[src/rtl/calc_datapath.sv]
// calc_datapath: operand/result datapath for the calculator control unit.
// Captures switch data into A/B, runs add/sub in one cycle or mul/div iteratively,
// and holds the result for the display stage.
// Optional feature macro: CALC_DIV_EN (restoring divider for op 11). When undefined,
// op 11 reports err with a zero result.
//
// state  | meaning
// S_IDLE | waiting for a start edge or a load strobe
// S_CALC | operation running, busy=1
// S_DONE | result valid, done=1 until start, load strobe or clear

module calc_datapath #(
  parameter int WIDTH = 8
) (
  input  logic               clk,
  input  logic               reset,
  input  logic               clear_input,
  input  logic [3:0]         control,
  input  logic [WIDTH-1:0]   data_in,
  input  logic [1:0]         op_sel,
  output logic [2*WIDTH-1:0] result,
  output logic               busy,
  output logic               done,
  output logic               neg,
  output logic               err
);

  localparam int CW = $clog2(WIDTH) + 1;

  typedef enum logic [1:0] {
    S_IDLE = 2'd0,
    S_CALC = 2'd1,
    S_DONE = 2'd2
  } state_t;

  state_t             r_state;
  logic [WIDTH-1:0]   r_a, r_b, r_opa, r_opb, r_mplier;
  logic [1:0]         r_op;
  logic [CW-1:0]      r_cnt;
  logic [2*WIDTH-1:0] r_acc, r_mcand, r_result;
  logic               r_ctrl3_q, r_busy, r_done, r_neg, r_err;

  logic               w_start, w_last, w_finish, w_a_ge_b;
  logic [2*WIDTH-1:0] w_add, w_mul_next;
  logic [WIDTH-1:0]   w_sub;

`ifdef CALC_DIV_EN
  logic [WIDTH:0]     w_shift, w_diff;
  logic               w_ge;
  logic [2*WIDTH-1:0] w_div_next;

  // One restoring-division step on {remainder, dividend/quotient} held in r_acc
  always_comb begin
    w_shift    = {r_acc[2*WIDTH-1:WIDTH], r_acc[WIDTH-1]};
    w_ge       = (w_shift >= {1'b0, r_opb});
    w_diff     = w_shift - {1'b0, r_opb};
    w_div_next = {(w_ge ? w_diff[WIDTH-1:0] : w_shift[WIDTH-1:0]), r_acc[WIDTH-2:0], w_ge};
  end
`endif

  // Start edge, single-cycle results, multiply step and end-of-operation decode
  always_comb begin
    w_start    = control[3] && !r_ctrl3_q && (r_state != S_CALC);
    w_last     = (r_cnt == CW'(WIDTH - 1));
    w_add      = {{WIDTH{1'b0}}, r_opa} + {{WIDTH{1'b0}}, r_opb};
    w_a_ge_b   = (r_opa >= r_opb);
    w_sub      = w_a_ge_b ? (r_opa - r_opb) : (r_opb - r_opa);
    w_mul_next = r_acc + (r_mplier[0] ? r_mcand : '0);
    w_finish   = 1'b0;
    if (r_state == S_CALC) begin
      case (r_op)
        2'b00, 2'b01: w_finish = 1'b1;
        2'b10:        w_finish = w_last;
`ifdef CALC_DIV_EN
        default:      w_finish = (r_opb == '0) || w_last;
`else
        default:      w_finish = 1'b1;
`endif
      endcase
    end
  end

  // Control FSM with operand capture, iteration and registered outputs
  always_ff @(posedge clk) begin
    if (reset || clear_input) begin
      r_state   <= S_IDLE;
      r_a       <= '0;
      r_b       <= '0;
      r_opa     <= '0;
      r_opb     <= '0;
      r_mplier  <= '0;
      r_op      <= 2'b00;
      r_cnt     <= '0;
      r_acc     <= '0;
      r_mcand   <= '0;
      r_result  <= '0;
      r_ctrl3_q <= 1'b0;
      r_busy    <= 1'b0;
      r_done    <= 1'b0;
      r_neg     <= 1'b0;
      r_err     <= 1'b0;
    end else begin
      r_ctrl3_q <= control[3];
      case (r_state)
        S_CALC: begin
          case (r_op)
            2'b00: r_result <= w_add;
            2'b01: begin
              r_result <= {{WIDTH{1'b0}}, w_sub};
              r_neg    <= !w_a_ge_b;
            end
            2'b10: begin
              r_acc    <= w_mul_next;
              r_mcand  <= r_mcand << 1;
              r_mplier <= r_mplier >> 1;
              r_cnt    <= r_cnt + 1'b1;
              if (w_last) r_result <= w_mul_next;
            end
            default: begin
`ifdef CALC_DIV_EN
              if (r_opb == '0) begin
                r_result <= '0;
                r_err    <= 1'b1;
              end else begin
                r_acc <= w_div_next;
                r_cnt <= r_cnt + 1'b1;
                if (w_last) r_result <= w_div_next;
              end
`else
              r_result <= '0;
              r_err    <= 1'b1;
`endif
            end
          endcase
          if (w_finish) begin
            r_state <= S_DONE;
            r_busy  <= 1'b0;
            r_done  <= 1'b1;
          end
        end
        default: begin
          if (w_start) begin
            r_opa    <= r_a;
            r_opb    <= r_b;
            r_op     <= op_sel;
            r_cnt    <= '0;
            r_mcand  <= {{WIDTH{1'b0}}, r_a};
            r_mplier <= r_b;
            // divide seeds the dividend into the low half; multiply accumulates from zero
            r_acc    <= (op_sel == 2'b11) ? {{WIDTH{1'b0}}, r_a} : '0;
            r_state  <= S_CALC;
            r_busy   <= 1'b1;
            r_done   <= 1'b0;
            r_neg    <= 1'b0;
            r_err    <= 1'b0;
          end else if (control[1]) begin
            if (control[0])      r_a <= data_in;
            else if (control[2]) r_b <= data_in;
            r_done <= 1'b0;
            r_neg  <= 1'b0;
            r_err  <= 1'b0;
          end
        end
      endcase
    end
  end

  assign result = r_result;
  assign busy   = r_busy;
  assign done   = r_done;
  assign neg    = r_neg;
  assign err    = r_err;

endmodule

[config.mk]
export PLATFORM = sky130hd
export DESIGN_NAME = calc_datapath
export DESIGN_NICKNAME = d
export VERILOG_FILES = /design/src/rtl/calc_datapath.sv
export SDC_FILE = /design/constraint.sdc
export NUM_CORES = 1
export LEC_CHECK = 0
export CORE_UTILIZATION = 54
export DETAILED_ROUTE_END_ITERATION = 10
export GPL_TIMING_DRIVEN = 0
export PLACE_DENSITY = 0.76
export REMOVE_ABC_BUFFERS = 1
export SYNTH_ARGS = -nofsm -noshare
export SYNTH_HDL_FRONTEND = slang
export SYNTH_SLANG_ARGS = --single-unit
[constraint.sdc]
create_clock -name clk -period 2.5 [get_ports clk]
set_input_delay 0.375 -clock clk [delete_from_list [all_inputs] [get_ports clk]]
set_output_delay 0.375 -clock clk [all_outputs]
set_load 0.01 [all_outputs]
# [Yosys cells after proc, flatten, opt, wreduce, memory -nomap -nowiden]
# Cells that the tools add are included.
[totals] out_inout_bits=20 in_bits=17 word_cells=87 ff_bits=101
[classes] eq_ne=11 reduce_logical=18 muxes=33 magnitude_cmp=1 bitwise_logic=3 n_addsub=5
[ops] op="$mux 16" count=8
[ops] op="$pmux 16 s3" count=1
[ops] op="$mux 8" count=5
[ops] op="$add 16x16->16" count=1
[ops] op="$sub 8x8->8" count=2
[ops] op="$reduce_and 2->1" count=7
[ops] op="$mux 1" count=13
[ops] op="$mux 4" count=3
[ops] op="$add 8x8->9" count=1
[ops] op="$ge 8x8->1" count=1
[ops] op="$mux 2" count=3
[ops] op="$ne 2x1->1 const B" count=3
[ops] op="$ne 2x2->1 const B" count=3
[ops] op="$reduce_and 5->1" count=1
[ops] op="$add 4x1->4 const B" count=1
[ops] op="$eq 2x1->1 const B" count=2
[ops] op="$eq 2x2->1 const B" count=2
[ops] op="$eq 4x3->1 const B" count=1
[ops] op="$reduce_and 4->1" count=1
[ops] op="$not 1->1" count=3
[ops] op="$reduce_bool 3->1" count=1
[ops] op="$reduce_or 3->1" count=1
[ops] op="$logic_and 1x1->1" count=2
[ops] op="$logic_not 1->1" count=2
[ops] op="3 further kinds" count=3

# [Longest topological paths before layout]
# Gate-level depths: netlist of the first run.
[depth] ltp_word=5 ltp_mapped=11 mapped_depth_nobuf=11

# [Least setup slack after synthesis of the first run]
# No wires, ideal clock.
[synth_timing] path_type="register to register" from="reg r_mplier[0]" to="reg r_result[12] (netlist: result[12])" stages_incl_launch_ff=11 t_required_ps=2383 n_path_buf=1 path_slack_ps=-57 arrival_time_ps=2440 path_cell_list="dfxtp_1 -> clkbuf_1 -> and2_1 -> fa_1 -> a21o_1 -> a221oi_2 -> o21bai_2 -> a221o_1 -> a21oi_2 -> xnor2_1 -> a22o_1"
[synth_via] elab_chain_cells=4
[synth_rtl] element="start, declared" line="37" rtl="logic [WIDTH-1:0] r_a, r_b, r_opa, r_opb, r_mplier;"
[synth_rtl] element="start signal, assigned" line="115" rtl="r_mplier <= r_mplier >> 1;"
[synth_rtl] element="start signal, assigned" line="148" rtl="r_mplier <= r_b;"
[synth_rtl] element="$mux 16" line="68" rtl="w_mul_next = r_acc + (r_mplier[0] ? r_mcand : '0);"
[synth_rtl] element="$add 16x16->16" line="68"
[synth_rtl] element="$mux 16" line="117" rtl="if (w_last) r_result <= w_mul_next;"
[synth_rtl] element="$pmux 16 s3" line="106" rtl="case (r_op)"
[synth_rtl] element="end signal, assigned" line="107" rtl="2'b00: r_result <= w_add;"
[synth_rtl] element="end signal, assigned" line="109" rtl="r_result <= {{WIDTH{1'b0}}, w_sub};"
[synth_rtl] element="end signal, assigned" line="117"
[synth_rtl] element="end, declared" line="40" rtl="logic [2*WIDTH-1:0] r_acc, r_mcand, r_result;"
# No other way between the ends. The select of a mux whose other input is x is not followed.
# A chain may end at the register's enable or synchronous reset.

# [Final worst setup path of the first run]
[layout_timing] from="reg r_mplier[0]" to="reg r_result[14] (netlist: result[14])"
# The elaborated chain is that of the path after synthesis.

==> impl_metrics.env, run 1 <==
export IMPL_synth_cells=646
export IMPL_drc=0
export IMPL_path_clk_slew_ps=110
export IMPL_finalInstanceArea_mm2=0.00637
export IMPL_yosysMostFrequentCell="dfxtp_1"
export IMPL_clock_power_share=0.356
export IMPL_ys_top_cells_by_area="dfxtp_1 (37%), ha_1 (9.0%), nand2_1 (6.5%)"
export IMPL_antenna_found_initial=0
export IMPL_vias_per_cell=5.85
export IMPL_cts_tree="yes"
export IMPL_synth_top_area_share=0.370
export IMPL_final_nets=735
export IMPL_grt_max_degree=74
export IMPL_clkLatencyLatePin_ps=380
export IMPL_place_hpwl_um=9470
export IMPL_rsz0062_at_grt="yes"
export IMPL_first_pass_iters=6
export IMPL_wl_per_cell_um=16.7
export IMPL_slew_headroom=0.386
export IMPL_ant_nets=0
export IMPL_internal_power_uw=2130
export IMPL_critPathMostFrequentCell="buf_4"
export IMPL_top_usage_layer="met2"
export IMPL_gr_usage_met3=0.0410
export IMPL_final_util=0.655
export IMPL_fillers=858
export IMPL_max_stage_delay_ps=380
export IMPL_yosys_area_top_type="dfxtp_1"
export IMPL_fp_dieArea_mm2=0.0104
export IMPL_cts_made_buffers=9
export IMPL_powerDensity_mw_per_mm2=458
export IMPL_drt_wl_total_um=13600
export IMPL_p_comb_frac=0.085
export IMPL_io_buffer_count=36
export IMPL_power_uw=2920
export IMPL_p_leak_uw=0.00248
export IMPL_grt_use_met1=0.347
export IMPL_grt_pass1_vias=4435
export IMPL_seq_area_frac_synth=0.370
export IMPL_hold_path_class="flop to flop"
export IMPL_io_pins=37
export IMPL_mappedNetlistArea_mm2=0.00542
export IMPL_cpMaxStageDelayCell="a211oi_1"
export IMPL_track_usage=0.268
export IMPL_grt_pass1_wl_um=21600
export IMPL_use_met2=0.456
export IMPL_synth_common_cells="dfxtp_1 (100), nand2_1 (94), nor2_1 (73), a21oi_1 (51), ha_1 (39)"
export IMPL_netSwitchingFraction=0.271
export IMPL_worst_slew_pin_slew_ps=916
export IMPL_max_freq_mhz=402
export IMPL_seqCellArea_mm2=0.00201
export IMPL_setup_worst_path_class="flop to flop"
export IMPL_grt_overflow=0
export IMPL_num_vias=4753
export IMPL_ys_ff_latch=100
export IMPL_slew_violations=0
export IMPL_synth_edf_count=0
export IMPL_status="finished, final reports clean"
export IMPL_arrival_ps=2770
export IMPL_synth_cell_types=55
export IMPL_worst_path_max_fanout=10
export IMPL_ctsHoldBuffers=0
export IMPL_cts_root_buf="clkbuf_8"
export IMPL_drive_gt1_frac=0.128
export IMPL_syn_to_final_growth_pct=17.7
export IMPL_finalSetupViolCount=0
export IMPL_htree_levels=3
export IMPL_synthFlopType="dfxtp_1"
export IMPL_coreArea_mm2=0.00973
export IMPL_drv_cap=0
export IMPL_dpl_cell_area_mm2=0.00582
export IMPL_rows=36
export IMPL_crit_path_end_kind="flop"
export IMPL_cts_buffer_depth=2
export IMPL_synth_avg_cell_area_um2=8.38
export IMPL_routabilityCongestion=0.888
export IMPL_diodes=0
export IMPL_critical_path_required_ps=2780
export IMPL_die_width_um=102
export IMPL_power_switching_uw=790
export IMPL_drt_iter0_drc=237
export IMPL_start_kind="flop"
export IMPL_min_period_ps=2490
export IMPL_irDropWorstVdd_uv=326
export IMPL_period_share=0.995
export IMPL_chipHeight_um=102
export IMPL_multi_input_area_mm2=0.00343
export IMPL_cp_cell_sequence="buf_4, buf_4, and2_1, ha_1, a21o_1, a211oi_1, a21oi_1, a21boi_2, xnor2_2, o21ai_1"
export IMPL_seq_power_share=0.560
export IMPL_hold_viol=0
export IMPL_initial_core_util=0.557
export IMPL_yosys_warnings=0
export IMPL_cts_sinks=100
export IMPL_finClkSkew_ps=11.2
export IMPL_async_reset_ff_frac=0
-- flip-flops by register name (all words and copies together) (netlist names) --
name,count
r_b,8
r_opa,8
r_opb,8
r_op,2
result,16
r_mcand,16
err,1
r_acc,16
r_a,8
r_mplier,8
r_ctrl3_q,1
r_state,2
r_cnt,4
neg,1
done,1
-- final cells by class --
type                       count  share of cell area
inverter                      23              0.0135
multi-input combinational    490               0.538
tap                          133              0.0261
clock buffer                  11              0.0238
timing repair buffer          51              0.0760
clock inverter                 5             0.00687
sequential                   100               0.315
-- kinds of logic after synthesis --
family                   after synthesis  share of synthesized area
buffers and inverters                 56                     0.0418
AO/OA/AOI/OAI                        180                      0.230
adder cells (fa/ha/maj)               43                      0.105
XOR/XNOR                              24                     0.0388
multiplexers                          20                     0.0370
flip-flops                           100                      0.370
AND/OR/NAND/NOR                      223                      0.178
-- critical path: cells and delay by family (launching register included) --
kind / cells / cell delay, ps
AOI/OAI and AO/OA: 5 / 990
adders and majority gates: 1 / 370
DFF: 1 / 360
buffers and inverters: 2 / 310
xor gates and xnor gates: 1 / 210
and+or+nand+nor: 1 / 170
-- cells in the final DEF, fill, tap and decap left out, drive strengths merged, types with 2 or more instances in the layout --
cell type	n
nand2	94
o21bai	8
a221oi	9
fa	4
inv	25
o2111ai	2
and2	18
clkdlybuf4s50	36
o31ai	2
a211o	2
nor3	10
clkbuf	11
clkinvlp	2
o211ai	4
o21ai	25
o21a	2
ha	39
buf	15
nor2b	7
a22oi	16
dfxtp	100
nor2	73
a31oi	4
nand3	6
a211oi	8
and3	5
mux2i	20
xor2	6
a21oi	53
a311oi	14
nand2b	5
xnor2	18
a22o	11
a21o	12
-- power by group through the flow --
stage | registers (uW) | clock network, uW | logic (uW)
2_1_floorplan | 1670 | 0 | 137
3_3_place_gp | 1670 | 0 | 219
5_1_grt | 1640 | 1120 | 270
6_report | 1630 | 1040 | 247
3_5_place_dp | 1670 | 0 | 227
4_1_cts | 1630 | 1050 | 237
-- what timing repair did --
item / CTS / global route
setup buffers: 12 / 2
hold endpoints to repair: 0 / 0
setup endpoints to repair: 59 / 27
resized for setup: 29 / 32
pin swaps: 13 / 11
-- final timing paths --
path | from | to | slack (ps) | cells after the start
worst max-delay path | r_mplier[0] | result[14] | 10 | 10
worst min-delay path | result[14] | result[14] | 450 | 2
worst max register to register | r_mplier[0] | result[14] | 10 | 10
worst min register to register | result[14] | result[14] | 450 | 2
-- layer usage --
metal  routed length [um]  vias to the layer above  share of wire
met5                    0                        -              0
met4                  272                        0          0.020
li1                     -                     2337              -
met2                 6600                      115           0.48
met1                 6090                     2282           0.45
met3                  652                       19          0.048
-- metrics by stage --
stage	TNS, ps	cells	worst slack (ps)	hold WS [ps]
floorplan	-18740	613	-534	432
global placement	-127930	782	-2240	429
detailed placement	-45160	783	-1250	438
CTS	-3.36	811	-1.87	452
global route	-392	813	-95.7	482
finish	0	813	13.6	451
Power figures use the tool's default switching activity.
==> inputs of run 2 (changes only) <==
--- a/config.mk
+++ b/config.mk
@@ -5,6 +5,7 @@
 export SDC_FILE = /design/constraint.sdc
 export NUM_CORES = 1
 export LEC_CHECK = 0
+export CORE_ASPECT_RATIO = 0.7
 export CORE_UTILIZATION = 54
 export DETAILED_ROUTE_END_ITERATION = 10
 export GPL_TIMING_DRIVEN = 0
==> run 2 against run 1 <==
The run now ends with negative setup slack left. Critical path depth stayed put. Final area grew 0.71%. Global-route usage up 1.4 points. Combinational power about the same. Highest routed layer unchanged. Maximum frequency down 1.6%. Clock power increased by 32%. Wire length grew 3.7%. Worst hold slack got worse by 13 ps. Sequential cell count unchanged. Critical path type unchanged.
==> impl_metrics.env, run 2 (synthesis results as in run 1) <==
export IMPL_dp_cells=778
export IMPL_die_width_um=122
export IMPL_hold_depth=2
export IMPL_vias_per_cell=5.97
export IMPL_irDropWorstVdd_uv=361
export IMPL_slew_violations=0
export IMPL_layoutNonFillerInstCount=806
export IMPL_cts_sinks=100
export IMPL_mostFrequentLayoutCells="dfxtp_1 (95), nand2_1 (92), nor2_1 (69)"
export IMPL_dpl_cell_area_mm2=0.00581
export IMPL_grt_pass1_wl_um=23000
export IMPL_power_uw=3250
export IMPL_drt_iter0_drc=469
export IMPL_cp_cell_sequence="and2_4, ha_4, fa_2, a21o_1, a221oi_4, o21bai_2, a221o_1, a21oi_2, xnor2_2, a22o_1"
export IMPL_hold_viol=0
export IMPL_grt_pass1_vias=4539
export IMPL_path_clk_slew_ps=60
export IMPL_crit_path_end_kind="flop"
export IMPL_worst_slew_pin_slew_ps=962
export IMPL_final_nets=734
export IMPL_fillers=749
export IMPL_critical_path_required_ps=2740
export IMPL_finClkSkew_ps=6.98
export IMPL_grt_overflow=0
export IMPL_start_kind="flop"
export IMPL_first_pass_iters=5
export IMPL_cts_made_buffers=9
export IMPL_slew_headroom=0.358
export IMPL_regToRegStartpoint="r_mplier[0]"
export IMPL_diodes=0
export IMPL_htree_levels=3
export IMPL_drc=0
export IMPL_initial_core_util=0.557
export IMPL_drt_wl_total_um=14100
export IMPL_powerDensity_mw_per_mm2=507
export IMPL_max_freq_mhz=396
export IMPL_layout_commonest_cell="dfxtp_1"
export IMPL_period_share=1.01
export IMPL_min_period_ps=2530
export IMPL_worst_path_max_fanout=4
export IMPL_arrival_ps=2760
export IMPL_clkLatencyLatePin_ps=350
export IMPL_timing_rr_end="result[12]"
export IMPL_worst_r2r_setup_slack_ps=-30
export IMPL_min_to="result[4]"
export IMPL_use_met2=0.436
export IMPL_fp_dieArea_mm2=0.0104
export IMPL_drv_cap=0
export IMPL_grt_max_degree=74
export IMPL_wl_per_cell_um=17.5
export IMPL_setup_worst_path_class="flop to flop"
export IMPL_worst_slack_ps=-26.1
export IMPL_chipHeight_um=85.8
export IMPL_antenna_found_initial=0
export IMPL_rsz0062_at_grt="yes"
export IMPL_status="complete, but fails checks"
export IMPL_routabilityCongestion=0.899
export IMPL_hold_path_class="flop to flop"
export IMPL_num_vias=4814
export IMPL_finalSetupViolCount=2
export IMPL_drive_gt1_frac=0.105
export IMPL_track_usage=0.282
export IMPL_cts_tree="yes"
export IMPL_p_leak_uw=0.00251
export IMPL_place_hpwl_um=9890
export IMPL_cpMaxStageDelayCell="dfxtp_4"
export IMPL_finalInstanceArea_mm2=0.00642
export IMPL_reg2regPathDepth=10
export IMPL_grt_use_met1=0.397
export IMPL_gr_usage_met3=0.0565
export IMPL_rows=30
export IMPL_cts_buffer_depth=2
export IMPL_io_buffer_count=36
export IMPL_top_usage_layer="met2"
export IMPL_syn_to_final_growth_pct=18.5
export IMPL_cts_root_buf="clkbuf_16"
export IMPL_ant_nets=0
export IMPL_violations="negative setup slack"
export IMPL_hold_start="result[4]"
export IMPL_coreArea_mm2=0.00972
export IMPL_max_stage_delay_ps=360
export IMPL_io_pins=37
==> run 2: cell count changes in the layout (fill, tap and decap cells not counted), moves of 2 or more <==
cell / change
xnor2_2: -2
clkbuf_16: +9
o21ai_1: +2
xnor2_1: +2
clkbuf_1: +3
o21ai_2: -2
ha_1: +3
buf_4: -2
ha_2: -4
clkinvlp_4: -2
clkbuf_8: -10
==> run 2: layer usage <==
layer  share of wire  vias to the layer above  wire [um]
met5               0                        -          0
met4           0.015                        0        217
met3           0.066                       23        931
met2            0.45                      161       6300
met1            0.47                     2313       6670
li1                -                     2317          -
==> run 2: what timing repair did <==
action,in CTS,in global routing
endpoints found under the setup margin,59,25
setup buffers,8,5
resized for setup,26,25
hold buffers,0,0
pin swaps,12,18
gates cloned,0,0
==> run 2: worst max path at each step <==
stage | startpoint | endpoint | slack, ps | cells after the start
2_1_floorplan | r_state[0] | r_acc[2] | -530 | 5
3_3_place_gp | r_state[0] | r_acc[3] | -1910 | 5
3_5_place_dp | r_state[1] | r_acc[11] | -1110 | 5
4_1_cts | r_mplier[0] | result[12] | -20 | 10
5_1_grt | r_mplier[0] | result[12] | -80 | 10
6_report | r_mplier[0] | result[12] | -30 | 10
==> run 2: power breakdown <==
part	internal [uW]	switching, uW	total, uW
registers	1610	21.7	1640
clock network	798	575	1370
logic	86.7	157	244
==> run 2: worst max-delay path: cells and delay by family, from the launching register on <==
family                     cells  cell delay [ps]
DFF                            1              360
AOI/OAI and AO/OA              6             1330
and+or+nand+nor                1              140
xor gates and xnor gates       1               90
adders and majority gates      2              500
==> run 2: layout make-up <==
cell class | count | area (um2) | share of cell area
repair buffers | 50 | 480 | 0.0749
clock inverters | 2 | 35.0 | 0.00546
inverters | 23 | 86.3 | 0.0135
well taps | 128 | 160 | 0.0250
flip-flops and latches | 100 | 2010 | 0.313
multi-input cells | 490 | 3400 | 0.529
clock buffers | 13 | 250 | 0.0390
==> run 2: through the flow <==
step	worst slack, ps	utilization	TNS (ps)	hold WS, ps
floorplan	-534	-	-18740	432
global placement	-1910	0.596	-107150	436
detailed placement	-1110	0.598	-39880	430
CTS	-21.5	0.645	-27.1	439
global route	-82.4	0.660	-240	480
finish	-26.1	0.660	-52.1	438
==> edit 1: new RTL, config.mk and constraints of run 1 <==
Register the output `result` once more, without a reset; this adds one clock of latency there. The other outputs are not delayed to match.
--- a/src/rtl/calc_datapath.sv
+++ b/src/rtl/calc_datapath.sv
@@ -167,3 +167,5 @@
 
-  assign result = r_result;
+  always_ff @(posedge clk) begin
+    result <= r_result;
+  end
   assign busy   = r_busy;
Check against the original RTL: not equivalent (a bounded check fails within 4 cycles, from zero or initial values).
==> edit 1 against run 1 <==
The flow now finishes with violations (setup timing); largest cell class unchanged; critical path depth is the same; synthesized area grew 11%; critical path type unchanged; sequential cell count grew 16; routed wire length grew 16%; core utilization grew 1.3 points; total power grew 59%; setup slack lost 0.014 ns; fmax shrank 0.58%; final area grew 14%.
==> edit 1: results (changes against run 1) <==
Timing
  – Max-Slew Margin vs Limit: 18.80% (-20 points)
  – Fin worst setup slack: -0.0009055 ns (-0.01450 ns)
  – Final setup vio count: 1 (+1)
  – Clock Skew: 0.008620 ns (-0.002584 ns)
  – Total Neg Setup Slack: -0.0009055 ns (-0.0009055 ns)

Cells and area
  – Design area: 7239 um2 (+14%)
  – Bufs w/o clock: 47 (-7.8%)
  – Register share of the cell area: 32.25% (+0.70 points)
  – Layout cells sized above 1: 12.37% (-0.43 points)
  – Post-route insts no fill: 884 (+8.7%)
  – Area of the multi-input gates: 3583 um2 (+4.4%)
  – Clkbuf count: 21 (+10)
  – Multi-input gate count: 525 (+7.1%)
  – Final nets: 791 (+7.6%)
  – Clk tree area frac: 8.348% (+5.3 points)

Placement
  – Post-DP Area: 6380 um2 (+9.6%)
  – GPL Wtd Cong: 0.8780 (-1.1%)
  – Placed Instances: 842 (+7.5%)
  – Pre-CTS WS: -1.195 ns (+0.05974 ns)

Clocking
  – Post_cts resized: 15 (-48%)
  – Post-CTS Setup Inserts: 3 (-9)
  – Htree depth: 4 (+1)
  – Clock transition at the registers of the reported paths: 0.06 ns (-0.05 ns)
  – CTS sink count: 116 (+16%)

Global route
  – GRT Total Usage: 27.65% (+0.83 points)
  – First-pass GRT wire length: 24.41 mm (+13%)
  – Met2 Use GR: 45.15% (-0.49 points)
  – Largest net degree at the start of global routing: 81 (+9.5%)

Drt
  – Wirelength, routed: 15.73 mm (+16%)
  – Met2 wire len: 7.510 mm (+14%)
  – DRT iter0 DRCs: 630 (+170%)
  – Met3 wire length: 1.147 mm (+76%)
  – Vias per inst: 6.103 (+4.4%)

Critical path
  – Worst Path Max Fanout: 6 (-4)
  – CP max-delay cell: dfxtp_4
  – Max stage delay on crit path: 0.36 ns (-0.02 ns)
  – CP arrival: 2.91 ns (+0.14 ns)

Run status
  – Status: finished, violations left
  – Failing checks: setup timing

Logic synthesis
  – Post-Syn Area per Cell: 8.522 um2 (+1.7%)
  – Register area share after synthesis: 38.65% (+1.7 points)
  – Top post-synthesis cells by area: dfxtp_1, ha_1, nand2_1, nor2_1, a21oi_1
  – Post-synth cell types: 68 (+24%)
  – Most common library cells after synthesis: dfxtp_1, nand2_1, nor2_1

Die
  – Die width: 107.5 um (+5.2%)

Min path
  – Hold depth: 0 (-2)
  – Hold_sp: r_result[12]

Power and ir drop
  – VDD IR max: 0.0004721 V (+45%)
## edit 1: cell types whose count changed in the layout (fill, tap and decap cells not counted), moves of 6 or more
cell | before | now
nor2_1 | 68 | 77
xor2_1 | 5 | 12
clkbuf_16 | 0 | 16
dfxtp_1 | 95 | 110
nand3_1 | 6 | 18
nand4_1 | 1 | 7
clkbuf_8 | 11 | 1
a22o_1 | 11 | 2
a211oi_1 | 8 | 2
## edit 1: cells by family (layout without fill, tap and decap cells)
family,Yosys count,after routing,synth area share (%)
and+or+nand+nor,269,269,20.55
AOI/OAI and AO/OA,168,168,19.72
DFF,116,116,38.65
buffers and inverters,64,103,4.561
adders and majority gates,43,43,9.454
muxes,23,23,3.853
xor gates and xnor gates,22,22,3.207
## edit 1: where the power goes
part / switching (W) / total [W] / internal, W
clock network: 0.000875 / 0.00250 / 0.00163
logic: 0.000169 / 0.000257 / 0.0000879
registers: 0.0000232 / 0.00189 / 0.00187
total: 0.00107 / 0.00465 / 0.00359
==> edit 2: new RTL, settings of run 1 <==
Made on the original files. The parameter `WIDTH` goes from 8 to 32.
--- a/src/rtl/calc_datapath.sv
+++ b/src/rtl/calc_datapath.sv
@@ -12,3 +12,3 @@
 module calc_datapath #(
-  parameter int WIDTH = 8
+  parameter int WIDTH = 32
 ) (
Interface: changed (resized data_in and result); port bits go from 37 to 109. The function was not compared with the original's and may differ.
==> edit 2 against run 1 <==
The run now ends with setup timing left; critical path depth rose by 7; total power increased to 4.6 times the old value; fmax decreased by 30%; via count rose to 4.9 times the old value; setup slack lost 1.0 ns; sequential cell count is 266 higher; final area grew to 4.6 times the old value; count of clock-buffer cells in the layout up 41; routed wire length rose to 6.1 times the old value; combinational power grew to 5.7 times the old value; synthesized area rose to 4.1 times the old value; core utilization up 5.9 points; critical path type unchanged; largest power group is now clock; highest routed layer is now met5.
==> edit 2: results (changes against run 1) <==
Placement
  – Placed Instances: 3407 (+340%)
  – Detailed placement HPWL: 51.44 mm (+440%)
  – Pre-CTS WS: -1.641 ns (-0.3863 ns)

Timing
  – Max-Slew Margin vs Limit: 14.99% (-24 points)
  – Final setup vio count: 234 (+234)
  – Fin worst setup slack: -1.032 ns (-1.045 ns)
  – Total Neg Setup Slack: -102.92 ns (-102.92 ns)

Global route
  – GRT Total Usage: 34.90% (+8.1 points)
  – First-pass GRT wire length: 116.8 mm (+440%)
  – Initial antenna violation count: 1 (+1)
  – Met3 Usage GRT: 4.276% (+0.17 points)

Critical path
  – Worst Path Max Fanout: 6 (-4)
  – R2R cell count: 17 (+7)
  – Reg-to-reg startpoint: r_opa[0]

Cells and area
  – Fraction of area in multi-input gates: 57.12% (+3.3 points)
  – Fill cells: 3059 (+260%)
  – Clk tree area frac: 4.555% (+1.5 points)
  – Bufs w/o clock: 253 (+400%)
  – Multi-input gate count: 2277 (+360%)

Drt
  – Via count: 23300 (+390%)
  – Vias per inst: 6.455 (+10%)
  – DRT iter0 DRCs: 2484 (+950%)

Min path
  – Worst hold path type: in2reg
  – Hold_sp: data_in[31]

Logic synthesis
  – Post-synth cell types: 87 (+58%)
  – Post-Syn Area per Cell: 7.607 um2 (-9.3%)
  – Top post-synthesis cells by area: dfxtp_1, ha_1, nand2_1, a21oi_1, nor2_1

Run status
  – Failing checks: setup timing
  – Status: finished, violations left

Clocking
  – Clock transition at the registers of the reported paths: 0.06 ns (-0.05 ns)
  – Clk buf depth: 3 (+1)
  – Htree depth: 2 (-1)
  – CTS Buf Count: 39 (+30)

Power and ir drop
  – Leak pwr: 10.86 nW (+340%)
## edit 2: power by group
part / switching (W) / internal [W]
combinational: 0.000895 / 0.000525
sequential: 0.0000904 / 0.00591
clock: 0.00254 / 0.00361
## edit 2: timing repair
action	CTS	global route
gates cloned	8	7
buffers inserted	45	81
gates resized for setup	239	317
pin swaps	64	151
hold buffers	0	0
endpoints found under the setup margin	294	295
## edit 2: kinds of logic after synthesis
family	Yosys count	synth area share, %
DFF	366	32.74
buffers and inverters	309	5.434
adders and majority gates	163	9.247
xor gates and xnor gates	94	3.679
AOI/OAI and AO/OA	905	26.99
and+or+nand+nor	1092	21.31
muxes	13	0.5982
## edit 2: worst min path at each step
stage | endpoint | slack (ns) | depth (start not counted)
6_report | r_b[31] | 0.37 | 3
5_1_grt | r_b[31] | 0.39 | 3
4_1_cts | r_a[3] | 0.37 | 3
3_5_place_dp | r_b[31] | 0.45 | 2
3_3_place_gp | result[63] | 0.43 | 2
2_1_floorplan | r_acc[55] | 0.43 | 2
